File: config.mk
export PLATFORM = sky130hd
export DESIGN_NAME = intersection_phase_scheduler
export DESIGN_NICKNAME = d
export VERILOG_FILES = /design/src/rtl/intersection_phase_scheduler.sv
export SDC_FILE = /design/constraint.sdc
export NUM_CORES = 1
export LEC_CHECK = 0
export BUFFER_PORTS_ARGS = -buffer_cell sky130_fd_sc_hd__buf_2
export CAP_MARGIN = 20
export CORE_UTILIZATION = 54
export DETAILED_ROUTE_END_ITERATION = 10
export PLACE_DENSITY_LB_ADDON = 0.25
export SLEW_MARGIN = 10
export SYNTH_ARGS = -nofsm -noshare
export SYNTH_HDL_FRONTEND = slang
export SYNTH_SLANG_ARGS = --single-unit
File: constraint.sdc
create_clock -name clk -period 3.11 [get_ports clk]
set_input_delay 0.1555 -clock clk [delete_from_list [all_inputs] [get_ports clk]]
set_output_delay 0.1555 -clock clk [all_outputs]
set_load 0.01 [all_outputs]
File: src/rtl/intersection_phase_scheduler.sv
// Demand-driven phase scheduler for a two-way intersection.
// Sequences NS/EW green, yellow and all-red clearance phases with
// vehicle-actuated green lengths and rest-in-green. Pedestrian requests
// are latched and served with a walk interval at the start of the next
// green for that direction. Emergency preemption parks the intersection
// in PRE_G, green for the requested direction.
module intersection_phase_scheduler #(
    parameter int GREEN_MIN = 10,
    parameter int GREEN_MAX = 24,
    parameter int YELLOW    = 4,
    parameter int ALL_RED   = 2,
    parameter int WALK      = 8,
    parameter int TW        = 5
) (
    input  logic       clk,
    input  logic       reset,
    input  logic       ns_car,
    input  logic       ew_car,
    input  logic       ped_ns_req,
    input  logic       ped_ew_req,
    input  logic       emerg_req,
    input  logic       emerg_dir,
    output logic       ns_red,
    output logic       ns_yellow,
    output logic       ns_green,
    output logic       ew_red,
    output logic       ew_yellow,
    output logic       ew_green,
    output logic       ns_walk,
    output logic       ew_walk,
    output logic       ped_ns_pending,
    output logic       ped_ew_pending,
    output logic       preempt_active,
    output logic [2:0] phase
);

    typedef enum logic [2:0] {
        NS_G  = 3'd0,
        NS_Y  = 3'd1,
        AR1   = 3'd2,
        EW_G  = 3'd3,
        EW_Y  = 3'd4,
        AR2   = 3'd5,
        PRE_G = 3'd6
    } state_t;

    // Terminal timer values: a phase ends when the timer reaches these.
    localparam logic [TW-1:0] GMIN_LAST = TW'(GREEN_MIN - 1);
    localparam logic [TW-1:0] GMAX_LAST = TW'(GREEN_MAX - 1);
    localparam logic [TW-1:0] Y_LAST    = TW'(YELLOW - 1);
    localparam logic [TW-1:0] AR_LAST   = TW'(ALL_RED - 1);
    // One extra bit so WALK = 2^TW still compares correctly.
    localparam logic [TW:0]   WALK_W    = (TW + 1)'(WALK);

    state_t          state_reg, state_next;
    logic [TW-1:0]   timer_reg, timer_next;
    logic            pre_dir_reg, pre_dir_next;

    // Per-direction pedestrian state, index 0 = NS, 1 = EW.
    logic [1:0]      ped_req;
    logic [1:0]      ped_pending;
    logic [1:0]      walk_lamp;

    logic            ns_cross;
    logic            ew_cross;
    logic            in_green;
    logic            timer_lt_walk;

    assign ped_req       = {ped_ew_req, ped_ns_req};
    assign ns_cross      = ew_car | ped_pending[1];
    assign ew_cross      = ns_car | ped_pending[0];
    assign in_green      = (state_reg == NS_G) || (state_reg == EW_G);
    assign timer_lt_walk = ({1'b0, timer_reg} < WALK_W);

    // Next-state decision, including preempt direction capture.
    always_comb begin
        state_next   = state_reg;
        pre_dir_next = pre_dir_reg;
        case (state_reg)
            NS_G: begin
                if (emerg_req && emerg_dir) begin
                    state_next = NS_Y;
                end else if (emerg_req) begin
                    state_next   = PRE_G;
                    pre_dir_next = 1'b0;
                end else if (ns_cross && !ns_car && (timer_reg >= GMIN_LAST)) begin
                    state_next = NS_Y;
                end else if (ns_cross && (timer_reg == GMAX_LAST)) begin
                    state_next = NS_Y;
                end
            end
            NS_Y: begin
                if (timer_reg == Y_LAST) state_next = AR1;
            end
            AR1: begin
                if (timer_reg == AR_LAST) begin
                    if (emerg_req) begin
                        state_next   = PRE_G;
                        pre_dir_next = emerg_dir;
                    end else begin
                        state_next = EW_G;
                    end
                end
            end
            EW_G: begin
                if (emerg_req && !emerg_dir) begin
                    state_next = EW_Y;
                end else if (emerg_req) begin
                    state_next   = PRE_G;
                    pre_dir_next = 1'b1;
                end else if (ew_cross && !ew_car && (timer_reg >= GMIN_LAST)) begin
                    state_next = EW_Y;
                end else if (ew_cross && (timer_reg == GMAX_LAST)) begin
                    state_next = EW_Y;
                end
            end
            EW_Y: begin
                if (timer_reg == Y_LAST) state_next = AR2;
            end
            AR2: begin
                if (timer_reg == AR_LAST) begin
                    if (emerg_req) begin
                        state_next   = PRE_G;
                        pre_dir_next = emerg_dir;
                    end else begin
                        state_next = NS_G;
                    end
                end
            end
            PRE_G: begin
                if (!emerg_req) state_next = pre_dir_reg ? EW_Y : NS_Y;
            end
            default: begin
                // Illegal encoding: recover to NS_G; the state change clears the timer.
                state_next = NS_G;
            end
        endcase
    end

    // Phase timer: restart on any state change, saturate in green.
    always_comb begin
        timer_next = timer_reg + 1'b1;
        if (state_next != state_reg) begin
            timer_next = '0;
        end else if (in_green && (timer_reg == GMAX_LAST)) begin
            timer_next = timer_reg;
        end
    end

    // State, timer and preempt direction registers.
    always_ff @(posedge clk) begin
        if (reset) begin
            state_reg   <= NS_G;
            timer_reg   <= '0;
            pre_dir_reg <= 1'b0;
        end else begin
            state_reg   <= state_next;
            timer_reg   <= timer_next;
            pre_dir_reg <= pre_dir_next;
        end
    end

    genvar gi;
    generate
        for (gi = 0; gi < 2; gi++) begin : g_ped
            localparam state_t GREEN_ST = (gi == 0) ? NS_G : EW_G;
            localparam state_t ENTRY_ST = (gi == 0) ? AR2 : AR1;

            logic pending_reg;
            logic walk_flag_reg;
            logic serve_entry;

            // Only the normal clearance path serves pedestrians; PRE_G never does.
            assign serve_entry = (state_reg == ENTRY_ST) && (state_next == GREEN_ST);

            // Latch requests; hand them to the walk flag on entry to the serving green.
            always_ff @(posedge clk) begin
                if (reset) begin
                    pending_reg   <= 1'b0;
                    walk_flag_reg <= 1'b0;
                end else if (serve_entry) begin
                    pending_reg   <= 1'b0;
                    walk_flag_reg <= pending_reg | ped_req[gi];
                end else begin
                    pending_reg   <= pending_reg | ped_req[gi];
                    walk_flag_reg <= (state_next == GREEN_ST) ? walk_flag_reg : 1'b0;
                end
            end

            assign ped_pending[gi] = pending_reg;
            assign walk_lamp[gi]   = (state_reg == GREEN_ST) && walk_flag_reg && timer_lt_walk;
        end
    endgenerate

    // Moore lamp decode from registered state and preempt direction.
    always_comb begin
        ns_red    = 1'b0;
        ns_yellow = 1'b0;
        ns_green  = 1'b0;
        ew_red    = 1'b0;
        ew_yellow = 1'b0;
        ew_green  = 1'b0;
        case (state_reg)
            NS_G: begin
                ns_green = 1'b1;
                ew_red   = 1'b1;
            end
            NS_Y: begin
                ns_yellow = 1'b1;
                ew_red    = 1'b1;
            end
            AR1, AR2: begin
                ns_red = 1'b1;
                ew_red = 1'b1;
            end
            EW_G: begin
                ew_green = 1'b1;
                ns_red   = 1'b1;
            end
            EW_Y: begin
                ew_yellow = 1'b1;
                ns_red    = 1'b1;
            end
            PRE_G: begin
                ns_green = !pre_dir_reg;
                ns_red   = pre_dir_reg;
                ew_green = pre_dir_reg;
                ew_red   = !pre_dir_reg;
            end
            default: begin
                ns_red = 1'b1;
                ew_red = 1'b1;
            end
        endcase
    end

    assign ns_walk        = walk_lamp[0];
    assign ew_walk        = walk_lamp[1];
    assign ped_ns_pending = ped_pending[0];
    assign ped_ew_pending = ped_pending[1];
    assign preempt_active = (state_reg == PRE_G);
    assign phase          = state_reg;

endmodule

==> impl_metrics.json, run 1 <==
{
  "status": "finished clean",
  "hp-start": "reset",
  "ctsLongestPathBuffers": 2,
  "slowest_delay_ns": 0.50,
  "cp.required_ns": 3.30,
  "clockRootBuffer": "clkbuf_4",
  "slowest_stage": "or4b_4",
  "worst_setup_path_end_kind": "register",
  "area_growth_syn_to_layout_pct": 10.9,
  "synthFlopType": "dfxtp_1",
  "grt_pass1_wl_microns": 4230,
  "antenna_found_initial": 0,
  "largest_reg_flops": 5,
  "mostFrequentLayoutCells": "nor2_1 (24), buf_2 (21), dfxtp_1 (13), a21oi_1 (12), o21ai_0 (10)",
  "place_ws_ns": 0.727,
  "power.density_nw_per_um2": 766,
  "synth-seq-cells": 13,
  "drt_wl_total_microns": 2640,
  "finalSetupViolations": 0,
  "ant_nets": 0,
  "core_area_sq_um": 1820,
  "fin_util": 0.666,
  "cp_top_family": "compound AO/OA/AOI/OAI gates",
  "layout_min_cycle_time_ns": 2.40,
  "die_h_microns": 47,
  "clkSlewWorstSetupHoldPaths_ns": 0.08,
  "placed_cell_area_sq_um": 1190,
  "cp.arrival_ns": 2.59,
  "hpwlAfterDp_microns": 1960,
  "drv_slew": 0,
  "crit_buf_inv": 0,
  "finalPower_mw": 0.929,
  "drc_errors": 0,
  "rows": 15,
  "synth_cells": 150,
  "clk_latency_ns": 0.28,
  "grt_usage": 0.269,
  "ir_worst_vdd_v": 0.000604,
  "crit_start": "timer_reg[0]$_SDFFE_PP0N_",
  "final.fill_count": 170,
  "grt_max_degree": 23,
  "hold_buffers": 0,
  "drv_cap": 0,
  "grt-ovfl-total": 0,
  "fin_crit_sh": 0.773,
  "gp_congestion": 0.899,
  "cts_resized": 0,
  "drive_gt1_frac": 0.206,
  "dieArea_sq_um": 2210,
  "relSlewSlack": 0.484,
  "antenna_cells": 0,
  "synth_area_sq_um": 1090,
  "ios": 22,
  "max_freq_mhz": 416,
  "placedCellCount": 186,
  "syn_avg_cell_area_sq_um": 7.29,
  "ys_seq_area_frac": 0.238,
  "crit_path_start_kind": "register",
  "die_w_microns": 47,
  "reg2reg_from": "timer_reg[0]$_SDFFE_PP0N_",
  "totalNegativeSetupSlack_ns": 0,
  "grt_pass1_vias": 926,
  "multi_input_area_sq_um": 763,
  "viasPerCell": 6.26,
  "cts_tree": "done",
  "dr_total_vias": 1189,
  "rsz0062_at_grt": "no",
  "wl_per_cell_microns": 13.9,
  "crit_chain": "ha_1 > or4b_4 > a221o_1 > o2bb2ai_2 > mux2_4 > o211ai_2 > nor2_2",
  "synth_warnings": 0,
  "synth.distinct_cells": 47,
  "power.leakage_nw": 0.492,
  "critPathKind": "register to register",
  "finClkSkew_ns": 0.00458,
  "design_area_sq_um": 1210,
  "cts_sinks": 13,
  "layout_commonest_cell": "nor2_1",
  "nets": 176,
  "worst_pin_slew_ns": 0.767,
  "fin_ws_ns": 0.707,
  "drtPass1Iterations": 4,
  "initial_utilization": 0.601,
  "holdWs_ns": 0.146,
  "crit_fanout": 5,
  "stdcell_count": 190,
  "finalHoldViolations": 0,
  "seqCellArea_sq_um": 260,
  "async_flop_share": 0,
  "synth_edf_count": 0,
  "cts_setup_buffers": 0,
  "worstHoldPathType": "primary input to register",
  "syn-num-nets": 160,
  "cts.htree.levels": 1,
  "port_buffers": 21,
  "drt_iter0_drc": 58,
  "cts_made_buffers": 3
}
-- metal layers --
metal / vias to the layer above / global-route usage / wire (microns)
met5: - / 0 / 0
met4: 0 / 0.0971 / 30
met3: 4 / 0.0500 / 203
met2: 70 / 0.372 / 1170
met1: 540 / 0.411 / 1240
li1: 575 / - / -
-- cell type report --
cell class	instances	area share
Multi-Input combinational cell	120	0.630
Sequential cell	13	0.215
Timing Repair Buffer	21	0.0867
Tap cell	25	0.0258
Clock buffer	4	0.0217
Inverter	7	0.0217
-- Yosys cell counts, types with 3 or more instances --
cell type | number | share of area
nor2_1 | 24 | 0.082
nor3_1 | 6 | 0.027
inv_1 | 7 | 0.024
o22ai_1 | 3 | 0.017
nand2b_1 | 3 | 0.017
clkbuf_1 | 6 | 0.021
o21ai_0 | 10 | 0.046
dfxtp_1 | 13 | 0.24
a21oi_1 | 12 | 0.055
nand2_1 | 7 | 0.024
nand3_1 | 5 | 0.023
nor2b_1 | 4 | 0.023
and3_1 | 4 | 0.023
a211oi_1 | 4 | 0.027
-- power by group --
part | total, mW | switching (mW) | internal, mW
Sequential | 0.292 | 0.0979 | 0.194
Combinational | 0.530 | 0.294 | 0.236
Clock | 0.107 | 0.0576 | 0.0499
Total | 0.929 | 0.450 | 0.479
-- worst paths after layout --
| check | end | slack (ns) | depth (start not counted) |
|---|---|---|---|
| worst min-delay path | phase[0]$_SDFF_PP0_ | 0.15 | 2 |
| worst min register to register | pre_dir_reg$_SDFFE_PP0P_ | 0.57 | 2 |
| worst max register to register | timer_reg[2]$_SDFFE_PP0N_ | 0.71 | 7 |
| worst max-delay path | timer_reg[2]$_SDFFE_PP0N_ | 0.71 | 7 |
-- logic make-up after synthesis --
kind of cell | after synthesis | share of synthesized area
buffers and inverters | 17 | 0.0641
AND/OR/NAND/NOR | 70 | 0.362
adder cells (fa/ha/maj) | 2 | 0.0229
AO/OA/AOI/OAI | 43 | 0.265
XOR/XNOR | 2 | 0.0160
flip-flops | 13 | 0.238
multiplexers | 3 | 0.0320
Note: power is estimated with default switching activity, not from simulation.
==> run 2, diff against run 1 <==
==> constraint.sdc (replaced) <==
create_clock -name clk -period 2.45 [get_ports clk]
set_input_delay 0.1225 -clock clk [delete_from_list [all_inputs] [get_ports clk]]
set_output_delay 0.1225 -clock clk [all_outputs]
set_load 0.01 [all_outputs]
==> impl_metrics.json, run 2 (synthesis results as in run 1) <==
{
  "wl_per_cell_microns": 15.0,
  "worst_setup_path_end_kind": "register",
  "drt_wl_total_microns": 2910,
  "reg2reg_slack_ns": 0.09,
  "dr_total_vias": 1227,
  "cp.required_ns": 2.64,
  "ctsLongestPathBuffers": 2,
  "reg2reg_from": "timer_reg[1]$_SDFFE_PP0N_",
  "die_w_microns": 47,
  "crit_path_start_kind": "register",
  "design_area_sq_um": 1240,
  "critPathKind": "register to register",
  "largest_reg_flops": 5,
  "drive_gt1_frac": 0.225,
  "totalNegativeSetupSlack_ns": 0,
  "initial_utilization": 0.601,
  "area_growth_syn_to_layout_pct": 13.6,
  "layout_commonest_cell": "nor2_1",
  "antenna_found_initial": 0,
  "cts_setup_buffers": 0,
  "grt_usage": 0.294,
  "finalHoldViolations": 0,
  "cts_tree": "done",
  "cts.htree.levels": 1,
  "ir_worst_vdd_v": 0.000602,
  "holdWs_ns": 0.130,
  "placed_cell_area_sq_um": 1220,
  "cts_resized": 0,
  "die_h_microns": 47,
  "hpwlAfterDp_microns": 2110,
  "finalSetupViolations": 0,
  "holdPathStages": 2,
  "antenna_cells": 0,
  "cp.arrival_ns": 2.55,
  "rsz0062_at_grt": "no",
  "hold_path_end": "pre_dir_reg$_SDFFE_PP0P_",
  "grt_pass1_vias": 1023,
  "grt_max_degree": 23,
  "grt_pass1_wl_microns": 4590,
  "reg2reg_to": "timer_reg[2]$_SDFFE_PP0N_",
  "drv_slew": 0,
  "ios": 22,
  "port_buffers": 21,
  "layout_min_cycle_time_ns": 2.36,
  "nets": 180,
  "drv_cap": 0,
  "fin_crit_sh": 0.962,
  "drt_iter0_drc": 102,
  "viasPerCell": 6.32,
  "hp-start": "reset",
  "mostFrequentLayoutCells": "nor2_1 (24), buf_2 (21), dfxtp_1 (13), a21oi_1 (12), o21ai_0 (10)",
  "rows": 15,
  "relSlewSlack": 0.561,
  "finClkSkew_ns": 0.0106,
  "worst_pin_slew_ns": 0.657,
  "power.leakage_nw": 0.514,
  "hold_buffers": 0,
  "drc_errors": 0,
  "drtPass1Iterations": 4,
  "power.density_nw_per_um2": 980,
  "cts_made_buffers": 3,
  "crit_fanout": 5,
  "core_area_sq_um": 1820,
  "reg2reg_depth": 8,
  "worstHoldPathType": "primary input to register",
  "cts_sinks": 13,
  "ant_nets": 0,
  "clkSlewWorstSetupHoldPaths_ns": 0.09,
  "dieArea_sq_um": 2210,
  "gp_congestion": 0.925,
  "clk_latency_ns": 0.28,
  "clockRootBuffer": "clkbuf_4",
  "grt-ovfl-total": 0,
  "status": "finished clean",
  "max_freq_mhz": 424
}
## run 2: cell types whose count changed in the layout (fill, tap and decap cells not counted)
cell | before | now
buf_4 | 0 | 4
## run 2: cell type report
cell class,count,area [sq um]
sequential,13,260
clock buffer,4,26.3
timing repair buffer,25,135
multi-input combinational,120,763
inverter,7,26.3
tap,25,31.3
fill,154,578
## run 2: worst max-delay path by stage
stage | from | to | slack, ns | cells past startpoint
2_1_floorplan | timer_reg[0]$_SDFFE_PP0N_ | timer_reg[2]$_SDFFE_PP0N_ | 0.20 | 7
3_3_place_gp | timer_reg[1]$_SDFFE_PP0N_ | timer_reg[2]$_SDFFE_PP0N_ | 0.22 | 8
3_5_place_dp | timer_reg[1]$_SDFFE_PP0N_ | timer_reg[2]$_SDFFE_PP0N_ | 0.12 | 8
4_1_cts | timer_reg[1]$_SDFFE_PP0N_ | timer_reg[2]$_SDFFE_PP0N_ | 0.10 | 8
5_1_grt | timer_reg[1]$_SDFFE_PP0N_ | timer_reg[2]$_SDFFE_PP0N_ | 0.002 | 8
6_report | timer_reg[1]$_SDFFE_PP0N_ | timer_reg[2]$_SDFFE_PP0N_ | 0.09 | 8
## run 2: power breakdown
part | switching, mW | internal (mW)
combinational | 0.440 | 0.320
sequential | 0.0762 | 0.246
clock | 0.0723 | 0.0632
total | 0.588 | 0.629
## run 2: stage by stage
| stage | utilization | power, mW | setup slack, ns | instances |
|---|---|---|---|---|
| 2_1_floorplan | - | 0.867 | 0.199 | 150 |
| 3_3_place_gp | 0.668 | 1.05 | 0.216 | 190 |
| 3_5_place_dp | 0.668 | 1.06 | 0.119 | 190 |
| 4_1_cts | 0.682 | 1.21 | 0.101 | 194 |
| 5_1_grt | 0.682 | 1.30 | 0.00213 | 194 |
| 6_report | 0.682 | 1.22 | 0.0924 | 194 |
## run 2: per-layer routing
| metal | vias to the layer above | wire, microns | global-route usage |
|---|---|---|---|
| met5 | - | 0 | 0 |
| met4 | 0 | 34 | 0.131 |
| met3 | 7 | 327 | 0.0731 |
| met2 | 89 | 1280 | 0.408 |
| met1 | 547 | 1270 | 0.425 |
| li1 | 584 | - | - |
## run 2: worst max-delay path: stages, from the launching register on
cell	delay (ns)
dfxtp_1	0.38
inv_1	0.08
ha_1	0.24
or4b_4	0.51
a221o_1	0.39
o2bb2ai_2	0.21
mux2_4	0.34
o211ai_2	0.08
nor2_2	0.04
